**config.mk**
```make
export PLATFORM = sky130hd
export DESIGN_NAME = accel_wb_master_flat
export DESIGN_NICKNAME = d
export VERILOG_FILES = /design/src/rtl/accel_wb_master_pkg.sv /design/src/rtl/accel_wb_master_if.sv /design/src/rtl/accel_wb_master_wb_ack_timer.sv /design/src/rtl/accel_wb_master.sv /design/src/flat_wrapper.sv
export SDC_FILE = /design/constraint.sdc
export NUM_CORES = 1
export LEC_CHECK = 0
export CELL_PAD_IN_SITES_DETAIL_PLACEMENT = 1
export CELL_PAD_IN_SITES_GLOBAL_PLACEMENT = 1
export CORE_MARGIN = 10
export CORE_UTILIZATION = 34
export DETAILED_ROUTE_END_ITERATION = 12
export PLACE_DENSITY = 0.84
export SETUP_SLACK_MARGIN = 0.2
export SLEW_MARGIN = 20
export SYNTH_ARGS = -nofsm -noshare
export SYNTH_HDL_FRONTEND = slang
export SYNTH_SLANG_ARGS = --single-unit
```
**constraint.sdc**
```tcl
create_clock -name wb_clk_i -period 6 [get_ports wb_clk_i]
set_clock_uncertainty 0.1 [all_clocks]
set_input_delay 1.5 -clock wb_clk_i [delete_from_list [all_inputs] [get_ports wb_clk_i]]
set_output_delay 1.5 -clock wb_clk_i [all_outputs]
set_load 0.01 [all_outputs]
```
**src/rtl/accel_wb_master_pkg.sv**
```systemverilog
// accel_wb_master_pkg
// Shared definitions for the accelerator Wishbone master: FSM state type,
// bus geometry constants, the default ack timeout, and the beat address helper.
package accel_wb_master_pkg;

    localparam int BUS_W           = 32;
    localparam int BYTES_PER_WORD  = 4;
    localparam int ACK_TIMEOUT_DEF = 255;
    localparam int TMR_W           = 16;

    typedef enum logic [2:0] {
        ST_IDLE,
        ST_FETCH,
        ST_BUS,
        ST_GAP,
        ST_RESP,
        ST_DONE,
        ST_ERR
    } state_t;

    // Byte address of a beat. The word index is summed in 17 bits so a start
    // word near 16'hFFFF keeps counting upward; the final add wraps mod 2^32.
    function automatic logic [BUS_W-1:0] beat_addr(input logic [BUS_W-1:0] base,
                                                   input logic [15:0]      word,
                                                   input logic [15:0]      beat);
        logic [16:0] idx;
        idx = {1'b0, word} + {1'b0, beat};
        return base + (BUS_W'(idx) * BUS_W'(BYTES_PER_WORD));
    endfunction

endpackage

```
**src/rtl/accel_wb_master_if.sv**
```systemverilog
// accel_wb_master_if
// Wishbone bus between the accelerator master and its slave.
//   master modport: drives cyc/stb/we/sel/adr/dat_o, receives dat_i/ack
//   slave  modport: the mirror image
interface accel_wb_master_if;
    import accel_wb_master_pkg::*;

    logic             wbm_cyc_o;
    logic             wbm_stb_o;
    logic             wbm_we_o;
    logic [3:0]       wbm_sel_o;
    logic [BUS_W-1:0] wbm_adr_o;
    logic [BUS_W-1:0] wbm_dat_o;
    logic [BUS_W-1:0] wbm_dat_i;
    logic             wbm_ack_i;

    modport master (
        output wbm_cyc_o, wbm_stb_o, wbm_we_o, wbm_sel_o, wbm_adr_o, wbm_dat_o,
        input  wbm_dat_i, wbm_ack_i
    );

    modport slave (
        input  wbm_cyc_o, wbm_stb_o, wbm_we_o, wbm_sel_o, wbm_adr_o, wbm_dat_o,
        output wbm_dat_i, wbm_ack_i
    );

endinterface

```
**src/rtl/accel_wb_master_wb_ack_timer.sv**
```systemverilog
// wb_ack_timer
// Loadable down-counter guarding a single bus beat.
//   wb_clk_i, wb_rst_i : clock, asynchronous active-high reset
//   load, load_val     : reload the counter (takes priority over en)
//   en                 : count down by one, stopping at zero
//   expired            : counter has reached zero
module wb_ack_timer #(
    parameter int W = 16
) (
    input  logic         wb_clk_i,
    input  logic         wb_rst_i,
    input  logic         load,
    input  logic [W-1:0] load_val,
    input  logic         en,
    output logic         expired
);

    logic [W-1:0] cnt;

    always_ff @(posedge wb_clk_i or posedge wb_rst_i) begin
        if (wb_rst_i) begin
            cnt <= '0;
        end else if (load) begin
            cnt <= load_val;
        end else if (en && (cnt != '0)) begin
            cnt <= cnt - W'(1);
        end
    end

    assign expired = (cnt == '0);

endmodule

```
**src/rtl/accel_wb_master.sv**
```systemverilog
// accel_wb_master
// Turns word-indexed burst commands into single-beat Wishbone classic cycles.
//   wb_clk_i, wb_rst_i             : clock, asynchronous active-high reset
//   cmd_valid/ready, cmd_we,
//   cmd_word, cmd_len              : burst command (direction, start word, beats)
//   wr_valid/ready, wr_data        : write data, one word per write beat
//   rd_valid/ready, rd_data        : read data, one word per read beat
//   done                           : one-cycle pulse at burst end
//   err                            : sticky ack timeout, cleared by next command
//   wbm                            : Wishbone master bus
module accel_wb_master
    import accel_wb_master_pkg::*;
#(
    parameter logic [31:0] ADDR_OFFSET = 32'h3000_0000,
    parameter int          ACK_TIMEOUT = ACK_TIMEOUT_DEF
) (
    input  logic              wb_clk_i,
    input  logic              wb_rst_i,
    input  logic              cmd_valid,
    output logic              cmd_ready,
    input  logic              cmd_we,
    input  logic [15:0]       cmd_word,
    input  logic [15:0]       cmd_len,
    input  logic              wr_valid,
    output logic              wr_ready,
    input  logic [BUS_W-1:0]  wr_data,
    output logic              rd_valid,
    input  logic              rd_ready,
    output logic [BUS_W-1:0]  rd_data,
    output logic              done,
    output logic              err,
    accel_wb_master_if.master wbm
);

    // The timer counts BUS cycles; loading one short of ACK_TIMEOUT makes it
    // read zero during the ACK_TIMEOUT-th BUS cycle.
    localparam logic [TMR_W-1:0] TMR_LOAD = TMR_W'(ACK_TIMEOUT - 1);

    state_t           state;
    logic             we_q;
    logic [15:0]      word_q;
    logic [15:0]      len_q;
    logic [15:0]      beat_q;
    logic             bus_act;
    logic [BUS_W-1:0] adr_q;
    logic [BUS_W-1:0] dat_q;
    logic             tmr_expired;

    // Held in reload outside BUS, so every BUS entry starts a fresh count.
    wb_ack_timer #(.W(TMR_W)) u_ack_timer (
        .wb_clk_i (wb_clk_i),
        .wb_rst_i (wb_rst_i),
        .load     (state != ST_BUS),
        .load_val (TMR_LOAD),
        .en       (state == ST_BUS),
        .expired  (tmr_expired)
    );

    // cyc and stb always move together; we/sel only mean something inside a cycle.
    assign wbm.wbm_cyc_o = bus_act;
    assign wbm.wbm_stb_o = bus_act;
    assign wbm.wbm_we_o  = bus_act & we_q;
    assign wbm.wbm_sel_o = {4{bus_act}};
    assign wbm.wbm_adr_o = adr_q;
    assign wbm.wbm_dat_o = dat_q;

    always_ff @(posedge wb_clk_i or posedge wb_rst_i) begin
        if (wb_rst_i) begin
            state     <= ST_IDLE;
            we_q      <= 1'b0;
            word_q    <= '0;
            len_q     <= '0;
            beat_q    <= '0;
            bus_act   <= 1'b0;
            adr_q     <= '0;
            dat_q     <= '0;
            rd_data   <= '0;
            rd_valid  <= 1'b0;
            wr_ready  <= 1'b0;
            cmd_ready <= 1'b0;
            done      <= 1'b0;
            err       <= 1'b0;
        end else begin
            done <= 1'b0;
            case (state)
                ST_IDLE: begin
                    cmd_ready <= 1'b1;
                    if (cmd_valid && cmd_ready) begin
                        cmd_ready <= 1'b0;
                        we_q      <= cmd_we;
                        word_q    <= cmd_word;
                        len_q     <= cmd_len;
                        beat_q    <= '0;
                        err       <= 1'b0;
                        if (cmd_len == '0) begin
                            done  <= 1'b1;
                            state <= ST_DONE;
                        end else if (cmd_we) begin
                            wr_ready <= 1'b1;
                            state    <= ST_FETCH;
                        end else begin
                            bus_act <= 1'b1;
                            adr_q   <= beat_addr(ADDR_OFFSET, cmd_word, 16'd0);
                            state   <= ST_BUS;
                        end
                    end
                end

                ST_FETCH: begin
                    if (wr_valid && wr_ready) begin
                        wr_ready <= 1'b0;
                        dat_q    <= wr_data;
                        bus_act  <= 1'b1;
                        adr_q    <= beat_addr(ADDR_OFFSET, word_q, beat_q);
                        state    <= ST_BUS;
                    end
                end

                // Ack is checked before expiry so a same-cycle ack still completes.
                ST_BUS: begin
                    if (wbm.wbm_ack_i) begin
                        bus_act <= 1'b0;
                        beat_q  <= beat_q + 16'd1;
                        if (!we_q) begin
                            rd_data <= wbm.wbm_dat_i;
                        end
                        state <= ST_GAP;
                    end else if (tmr_expired) begin
                        bus_act <= 1'b0;
                        err     <= 1'b1;
                        state   <= ST_ERR;
                    end
                end

                // beat_q has already been advanced, so beat_q == len_q marks the last beat.
                ST_GAP: begin
                    if (!we_q) begin
                        rd_valid <= 1'b1;
                        state    <= ST_RESP;
                    end else if (beat_q == len_q) begin
                        done  <= 1'b1;
                        state <= ST_DONE;
                    end else begin
                        wr_ready <= 1'b1;
                        state    <= ST_FETCH;
                    end
                end

                ST_RESP: begin
                    if (rd_ready) begin
                        rd_valid <= 1'b0;
                        if (beat_q == len_q) begin
                            done  <= 1'b1;
                            state <= ST_DONE;
                        end else begin
                            bus_act <= 1'b1;
                            adr_q   <= beat_addr(ADDR_OFFSET, word_q, beat_q);
                            state   <= ST_BUS;
                        end
                    end
                end

                ST_ERR: begin
                    done  <= 1'b1;
                    state <= ST_DONE;
                end

                ST_DONE: begin
                    cmd_ready <= 1'b1;
                    state     <= ST_IDLE;
                end

                default: begin
                    state <= ST_IDLE;
                end
            endcase
        end
    end

endmodule
```
**src/flat_wrapper.sv**
```systemverilog
// flat-port wrapper written by rule: the top's interface ports become plain ports
module accel_wb_master_flat import accel_wb_master_pkg::*;
#(
    parameter logic [31:0] ADDR_OFFSET = 32'h3000_0000,
    parameter int          ACK_TIMEOUT = ACK_TIMEOUT_DEF
)
  (wb_clk_i, wb_rst_i, cmd_valid, cmd_ready, cmd_we, cmd_word, cmd_len, wr_valid, wr_ready, wr_data, rd_valid, rd_ready, rd_data, done, err, wbm_wbm_cyc_o, wbm_wbm_stb_o, wbm_wbm_we_o, wbm_wbm_sel_o, wbm_wbm_adr_o, wbm_wbm_dat_o, wbm_wbm_dat_i, wbm_wbm_ack_i);
  accel_wb_master_if wbm_i ();
  input  logic wb_clk_i;
  input  logic wb_rst_i;
  input  logic cmd_valid;
  output logic cmd_ready;
  input  logic cmd_we;
  input  logic [15:0] cmd_word;
  input  logic [15:0] cmd_len;
  input  logic wr_valid;
  output logic wr_ready;
  input  logic [BUS_W-1:0] wr_data;
  output logic rd_valid;
  input  logic rd_ready;
  output logic [BUS_W-1:0] rd_data;
  output logic done;
  output logic err;
  output wire logic [$bits(wbm_i.wbm_cyc_o)-1:0] wbm_wbm_cyc_o;
  output wire logic [$bits(wbm_i.wbm_stb_o)-1:0] wbm_wbm_stb_o;
  output wire logic [$bits(wbm_i.wbm_we_o)-1:0] wbm_wbm_we_o;
  output wire logic [$bits(wbm_i.wbm_sel_o)-1:0] wbm_wbm_sel_o;
  output wire logic [$bits(wbm_i.wbm_adr_o)-1:0] wbm_wbm_adr_o;
  output wire logic [$bits(wbm_i.wbm_dat_o)-1:0] wbm_wbm_dat_o;
  input wire logic [$bits(wbm_i.wbm_dat_i)-1:0] wbm_wbm_dat_i;
  input wire logic [$bits(wbm_i.wbm_ack_i)-1:0] wbm_wbm_ack_i;
  assign wbm_wbm_cyc_o = wbm_i.wbm_cyc_o;
  assign wbm_wbm_stb_o = wbm_i.wbm_stb_o;
  assign wbm_wbm_we_o = wbm_i.wbm_we_o;
  assign wbm_wbm_sel_o = wbm_i.wbm_sel_o;
  assign wbm_wbm_adr_o = wbm_i.wbm_adr_o;
  assign wbm_wbm_dat_o = wbm_i.wbm_dat_o;
  assign wbm_i.wbm_dat_i = wbm_wbm_dat_i;
  assign wbm_i.wbm_ack_i = wbm_wbm_ack_i;
  accel_wb_master #(.ADDR_OFFSET(ADDR_OFFSET), .ACK_TIMEOUT(ACK_TIMEOUT)) u_core (.wb_clk_i(wb_clk_i), .wb_rst_i(wb_rst_i), .cmd_valid(cmd_valid), .cmd_ready(cmd_ready), .cmd_we(cmd_we), .cmd_word(cmd_word), .cmd_len(cmd_len), .wr_valid(wr_valid), .wr_ready(wr_ready), .wr_data(wr_data), .rd_valid(rd_valid), .rd_ready(rd_ready), .rd_data(rd_data), .done(done), .err(err), .wbm(wbm_i));
endmodule
```
==> results of run 1 <==
[worst paths after layout]
check | end | depth (start not counted) | slack [ns]
min reg2reg | u_core.word_q[4]$_DFFE_PP0P_ | 2 | 0.38
max in group asynchronous | u_core.word_q[13]$_DFFE_PP0P_ | 3 | 3.54
max | u_core.wbm.wbm_adr_o[28]$_DFFE_PP0P_ | 7 | 2.53
max reg2reg | u_core.wbm.wbm_adr_o[16]$_DFFE_PP0P_ | 8 | 3.16
min in group asynchronous | u_core.rd_data[18]$_DFFE_PP0P_ | 3 | 1.54
min | u_core.word_q[4]$_DFFE_PP0P_ | 2 | 0.38
[cells by family after synthesis]
kind of cell / after synthesis / share of synthesized area
buffers and inverters: 63 / 0.0452
AO/OA/AOI/OAI: 106 / 0.0932
adder cells (fa/ha/maj): 20 / 0.0330
multiplexers: 71 / 0.102
XOR/XNOR: 49 / 0.0549
other: 1 / 0.000480
flip-flops: 156 / 0.500
AND/OR/NAND/NOR: 286 / 0.172
[critical path, stage by stage]
cell	delay (ns)
clkdlybuf4s50_1	0.45
nor4_1	0.35
nand4_1	0.27
nor3_1	0.45
a211oi_4	0.07
buf_4	0.26
or2_2	0.31
[power by group]
part	switching [mW]	internal, mW	total, mW
clock network	0.490	0.716	1.21
registers	0.305	1.47	1.77
logic	1.01	1.11	2.12
[layer usage]
| layer | vias up | track usage | part of all wire |
|---|---|---|---|
| met3 | 25 | 0.0410 | 0.064 |
| met4 | 0 | 0.0405 | 0.013 |
| met2 | 161 | 0.287 | 0.52 |
| met1 | 3109 | 0.178 | 0.40 |
| li1 | 2930 | - | - |
| met5 | - | 0 | 0 |
[state kept, by name, summed over array words and instances, names as in the netlist, 3 cells and up]
name                    cells
u_core.len_q               16
u_core.beat_q              16
u_core.word_q              16
u_core.state                3
u_core.rd_data             32
u_core.wbm.wbm_dat_o       32
u_core.u_ack_timer.cnt     16
u_core.wbm.wbm_adr_o       18
[through the flow]
stage | total power, mW | setup slack [ns] | std cells | instance area [um^2] | hold slack, ns
floorplan | 2.91 | 2.43 | 764 | 7860 | 0.350
global placement | 3.83 | 2.14 | 1204 | 9960 | 0.365
detailed placement | 3.94 | 2.12 | 1204 | 9960 | 0.372
CTS | 5.17 | 2.56 | 1236 | 10600 | 0.390
global route | 5.43 | 2.45 | 1236 | 10600 | 0.414
finish | 5.10 | 2.53 | 1237 | 10600 | 0.385
[cell type report]
class	instances	share of cell area
sequential	156	0.368
multi-input combinational	545	0.340
timing repair buffer	203	0.191
clock buffer	17	0.0401
tap	285	0.0336
clock inverter	15	0.0211
inverter	15	0.00566
antenna	1	0.000236
[cell usage in the layout, fill, tap and decap left out, types with 6 or more instances in the layout]
master           instances
nor3_1                  11
xnor2_1                 24
ha_1                    19
nand2b_1                 6
xor2_1                  25
conb_1                  13
nand3_1                 13
a21o_1                   8
a31oi_1                 13
nand2_1                153
a21oi_1                 26
clkdlybuf4s50_1        197
dfrtp_1                156
clkbuf_16               17
nor2_1                  46
mux2_2                  67
inv_1                   14
o21ai_0                 19
nor4_1                  11
==> summary.txt, run 1 <==
Nets = 1061
period utilisation layout = 0.578
Worst Path Required = 6.21 ns
register area = 3900 um^2
first-pass GRT wire length = 36.9 mm
number of antenna-violating nets in the routed design = 0
Distinct cells, synth = 63
initial core utilization = 0.345
crit path launch type = input pin
area of the multi-input gates = 3610 um^2
number of synthesized register bits = 156
maximum clock rate = 288 MHz
Seq/Total Area, Yosys = 0.500
outcome = finished clean
GP Congestion = 0.817
Post-synth top cells = dfrtp_1, nand2_1, mux2_2
Num CTS Buffers = 17
Post-synth ARST share = 1.00
maximum VDD drop = 213 uV
Post-Synthesis Cells = 752
HP Class = flop to flop
crit path launch = cmd_len[10]
fillers = 2502
die footprint = 29400 um^2
P per Cell Area = 481 nW/um^2
RSZ-0062 raised after global routing = no
Residual DRC = 0
clk slew on worst S/H paths = 0.07 ns
core box area = 22600 um^2
Post-DP HPWL = 17.6 mm
I/O Pins = 211
Final Hold Fails = 0
Total GRT Usage = 0.158
FP Rows = 55
clock sink total = 156
Core Util, Final = 0.469
count leader, synth = dfrtp_1
fraction of layout cells with a size suffix above 1 = 0.135
Ys Warns = 0
Overflow after GRT = 0
slew at the pin closest to its max-slew limit = 0.907 ns
post-synthesis average cell area = 10.4 um^2
setup TNS = 0 ns
fin crit period = 3.47 ns
synth top area cells = dfrtp_1, mux2_2, nand2_1, ha_1, xor2_1
vias in the first global route = 6814
Die Span X = 172 um
largest net degree at the start of global routing = 157
Clock Path Buffers = 2
crit path max fanout = 35
worst skew pair latency = 0.43 ns
TritonRoute pass-1 iters = 4
P_leak = 4.64 nW
Post-synth EDFFs = 0
hold buffers post-CTS = 0
WP data arrival = 3.68 ns
drt wl/cell = 19.1 um
CTS tree = built
R2R Path Start = u_core.beat_q[0]$_DFFE_PP0P_
clk root buf = clkbuf_16
Yosys top cell by area = dfrtp_1
Die Ht = 172 um
Vias/cell = 5.03
dominant synthesized flop cell = dfrtp_1
initial antenna violation count = 1
H-tree levels = 4
setup bufs post-CTS = 0
Synth top area share = 0.500
Final Max Tran Viols = 0
Post-Syn Area = 7810 um^2
crit path capture type = flop
worst hold start = u_core.word_q[4]$_DFFE_PP0P_
Routed WL = 23.6 mm
MaxCap Viol Count = 0
critical setup path kind = input pin to flop
P&R area growth vs syn = 35.8%
worst rel slew slack = 0.395
# setup viols final = 0
vias = 6225
CTS resizes = 0
DR iter-0 viols = 262
IO Port Bufs = 197
No activity file was read; power rests on OpenSTA's default activity.
==> run 2, diff against run 1 <==
CORE_UTILIZATION = 37   (was 34)
PLACE_DENSITY = 0.87   (was 0.84)
clock period = 3.65 ns   (was 6 ns; I/O delays follow)
==> summary.txt, run 2 (synthesis gave the netlist of run 1 again) <==
register area = 3900 um^2
fin crit period = 2.79 ns
largest net degree at the start of global routing = 45
R2R Path Start = u_core.beat_q[0]$_DFFE_PP0P_
clock sink total = 156
P&R area growth vs syn = 36.3%
worst hold path stage count = 2
Die Span X = 165 um
crit path launch type = input pin
slew at the pin closest to its max-slew limit = 0.776 ns
GP Congestion = 0.847
IO Port Bufs = 197
CTS resizes = 0
M1 WL = 10.0 mm
drt wl/cell = 19.7 um
number of antenna-violating nets in the routed design = 0
Vias/cell = 5.03
period utilisation layout = 0.765
clk slew on worst S/H paths = 0.06 ns
Final Hold Fails = 0
# setup viols final = 0
vias in the first global route = 6972
worst rel slew slack = 0.481
FP Rows = 53
P per Cell Area = 780 nW/um^2
worst skew pair latency = 0.43 ns
Overflow after GRT = 0
area of the multi-input gates = 3610 um^2
Final Instance Area = 10700 um^2
clk root buf = clkbuf_16
Num CTS Buffers = 17
worst hold start = u_core.word_q[0]$_DFFE_PP0P_
hold buffers post-CTS = 0
fillers = 2308
Clock Path Buffers = 2
initial antenna violation count = 0
outcome = finished clean
placed instance area = 10000 um^2
MaxCap Viol Count = 0
RSZ-0062 raised after global routing = no
I/O Pins = 211
TritonRoute pass-1 iters = 4
core box area = 20900 um^2
vias = 6204
setup TNS = 0 ns
Residual DRC = 0
crit path launch = cmd_len[0]
wire length on met3 = 1.33 mm
most frequent cells in the layout = clkdlybuf4s50_1, dfrtp_1, nand2_1
Max Used Layer = met4
crit path capture type = flop
Worst R2R Path Depth = 8
Worst Path Required = 3.86 ns
WP data arrival = 3.00 ns
critical setup path kind = input pin to flop
Worst Hold Endpoint = u_core.word_q[0]$_DFFE_PP0P_
initial core utilization = 0.374
H-tree levels = 4
HP Class = flop to flop
Final Max Tran Viols = 0
Total GRT Usage = 0.176
maximum VDD drop = 343 uV
Routed WL = 24.2 mm
Crit Reg-Reg Endpoint = u_core.wbm.wbm_adr_o[16]$_DFFE_PP0P_
Post-DP HPWL = 18.5 mm
fraction of layout cells with a size suffix above 1 = 0.141
die footprint = 27300 um^2
ant diodes = 0
Nets = 1068
maximum clock rate = 358 MHz
P_leak = 4.66 nW
Die Ht = 165 um
Hold Slack = 0.376 ns
most common cell after layout, fill and taps aside = clkdlybuf4s50_1
CTS tree = built
routed length on met2 = 12.4 mm
dpl ws = 0.0831 ns
setup bufs post-CTS = 0
crit path max fanout = 20
DR iter-0 viols = 292
setup ws final = 0.858 ns
r2r setup slk = 0.92 ns
first-pass GRT wire length = 38.1 mm
-- run 2: final cells by class --
type | instances | share of cell area
repair buffers | 210 | 0.199
flip-flops and latches | 156 | 0.366
clock inverters | 15 | 0.0169
clock buffers | 17 | 0.0399
multi-input cells | 545 | 0.339
well taps | 275 | 0.0323
inverters | 15 | 0.00564
-- run 2: where the power goes --
part / internal, mW / switching [mW] / leakage [nW] / total [mW]
clock: 1.03 / 0.801 / 0.286 / 1.83
combinational: 1.85 / 1.69 / 2.47 / 3.54
sequential: 2.41 / 0.526 / 1.90 / 2.94
-- run 2: how the worst max path moves through the flow --
stage                                                to  depth (start not counted)
detailed placement  u_core.wbm.wbm_adr_o[2]$_DFFE_PP0P_                          9
global route        u_core.wbm.wbm_adr_o[2]$_DFFE_PP0P_                         10
CTS                 u_core.wbm.wbm_adr_o[2]$_DFFE_PP0P_                          9
floorplan                  u_core.beat_q[0]$_DFFE_PP0P_                          1
global placement    u_core.wbm.wbm_adr_o[6]$_DFFE_PP0P_                          9
finish              u_core.wbm.wbm_adr_o[2]$_DFFE_PP0P_                         10
-- run 2: routing by layer --
layer	vias to the layer above	global-route usage
met5	-	0
met4	0	0.0579
met3	30	0.0419
met2	163	0.311
met1	3063	0.206
li1	2948	-
-- run 2: per-stage QoR --
step | util | std cells | power (mW)
finish | 0.510 | 1233 | 8.31
floorplan | - | 764 | 4.79
detailed placement | 0.480 | 1200 | 6.54
global route | 0.510 | 1233 | 8.87
CTS | 0.509 | 1232 | 8.42
global placement | 0.480 | 1200 | 6.33
-- run 2: critical path: stages --
cell and delay, ns:
clkdlybuf4s50_1 0.43, nor4_1 0.34, nand4_1 0.31, nor3_1 0.22
buf_4 0.17, a211oi_4 0.07, buf_6 0.21, buf_4 0.18
nor2_1 0.10, a31oi_1 0.06
==> run 3, diff against run 2 <==
clock period = 2.8 ns   (was 3.65 ns; I/O delays follow)
==> summary.txt, run 3 (synthesis gave the netlist of run 1 again) <==
outcome = finished clean
Core Util, Final = 0.517
clk root buf = clkbuf_16
number of antenna-violating nets in the routed design = 0
Overflow after GRT = 0
setup ws final = 0.284 ns
Pint = 6.96 mW
crit path launch = u_core.beat_q[0]$_DFFE_PP0P_
GP Congestion = 0.820
R2R Path Start = u_core.beat_q[0]$_DFFE_PP0P_
critical setup path kind = flop to flop
hold buffers post-CTS = 0
HP Class = flop to flop
first-pass GRT wire length = 39.0 mm
CTS tree = built
Die Span X = 165 um
Die Ht = 165 um
combinational power share = 0.440
initial core utilization = 0.374
Final Max Tran Viols = 0
Max stage delay on crit path = 0.44 ns
setup TNS = 0 ns
core box area = 20900 um^2
MaxCap Viol Count = 0
initial antenna violation count = 1
worst skew pair latency = 0.44 ns
FP Rows = 53
WP data arrival = 2.74 ns
die footprint = 27300 um^2
vias in the first global route = 7062
slew at the pin closest to its max-slew limit = 0.695 ns
final cell count without fillers = 1251
switching share of power = 0.367
Vias/cell = 5.10
most used cell, CP = o211ai_1
maximum VDD drop = 528 uV
crit path max fanout = 3
dpl ws = -0.0640 ns
P per Cell Area = 1020 nW/um^2
Clock Power Share = 0.214
P_leak = 4.74 nW
IO Port Bufs = 197
most frequent cells in the layout = clkdlybuf4s50_1, dfrtp_1, nand2_1
worst rel slew slack = 0.537
crit path launch type = flop
I/O Pins = 211
Residual DRC = 0
# setup viols final = 0
CP Cell Sequence = ha_1 > fa_1 > a21oi_2 > o211ai_1 > a31oi_2 > a21o_1 > o211ai_1 > a31o_2
drt wl/cell = 20.1 um
Nets = 1085
sw power = 4.03 mW
fin crit period = 2.52 ns
worst hold start = u_core.word_q[5]$_DFFE_PP0P_
period utilisation layout = 0.899
P&R area growth vs syn = 38.2%
DR iter-0 viols = 448
Worst Path Required = 3.02 ns
TritonRoute pass-1 iters = 4
Inst Count DP = 1217
H-tree levels = 4
vias = 6374
maximum clock rate = 397 MHz
Final Hold Fails = 0
Final Instance Area = 10800 um^2
Num CTS Buffers = 17
Total GRT Usage = 0.181
Clock Path Buffers = 2
clock sink total = 156
fraction of layout cells with a size suffix above 1 = 0.159
Post-DP HPWL = 18.8 mm
Crit-path slowest cell = fa_1
sequential power share = 0.345
clk slew on worst S/H paths = 0.07 ns
crit path capture type = flop
placed instance area = 10200 um^2
Routed WL = 25.1 mm
RSZ-0062 raised after global routing = yes
most common cell after layout, fill and taps aside = clkdlybuf4s50_1
largest net degree at the start of global routing = 103
==> run 3: timing repair <==
item	4_1_cts	5_1_grt
setup endpoints to repair	1	7
setup buffers	0	1
pin swaps	1	1
resized for setup	1	3
==> run 3: layer usage <==
layer,share of wire,track usage
met5,0,0
met4,0.011,0.0479
met3,0.057,0.0451
met2,0.54,0.338
met1,0.39,0.200
==> run 3: critical path: cells and delay by family (launching register included) <==
kind / cells / cell delay [ns]
adders and majority gates: 2 / 0.68
AOI/OAI and AO/OA: 6 / 1.21
DFF: 1 / 0.41
==> run 3: final cells by class <==
class	count	area, um^2
Clock inverter	14	148
Clock buffer	18	439
Tap cell	275	344
Multi-Input combinational cell	545	3630
Timing Repair Buffer	227	2270
Antenna cell	1	2.50
Fill cell	2284	10100
Sequential cell	156	3900
Inverter	15	60.1
==> run 3: through the flow <==
| stage | hold WS, ns | power, mW |
|---|---|---|
| 2_1_floorplan | 0.350 | 6.24 |
| 3_3_place_gp | 0.368 | 8.40 |
| 3_5_place_dp | 0.380 | 8.67 |
| 4_1_cts | 0.398 | 11.1 |
| 5_1_grt | 0.421 | 11.7 |
| 6_report | 0.391 | 11.0 |
==> run 3: worst paths after layout <==
path,to,slack (ns),cells past startpoint
worst max-delay path,u_core.wbm.wbm_adr_o[16]$_DFFE_PP0P_,0.28,8
worst min-delay path,u_core.word_q[5]$_DFFE_PP0P_,0.39,2
worst max register to register,u_core.wbm.wbm_adr_o[16]$_DFFE_PP0P_,0.28,8
worst min register to register,u_core.word_q[5]$_DFFE_PP0P_,0.39,2
max in group asynchronous,u_core.rd_data[14]$_DFFE_PP0P_,1.43,3
min in group asynchronous,u_core.wbm.wbm_dat_o[9]$_DFFE_PP0P_,0.64,3
==> run 3: power by group through the flow <==
stage                     registers, mW  logic [mW]  clock network [mW]
after floorplan                    3.95        2.29                   0
after global placement             3.74        4.65                   0
after detailed placement           3.82        4.85                   0
after CTS                          3.80        4.92                2.39
after global routing               3.91        5.27                2.49
final                              3.79        4.84                2.36
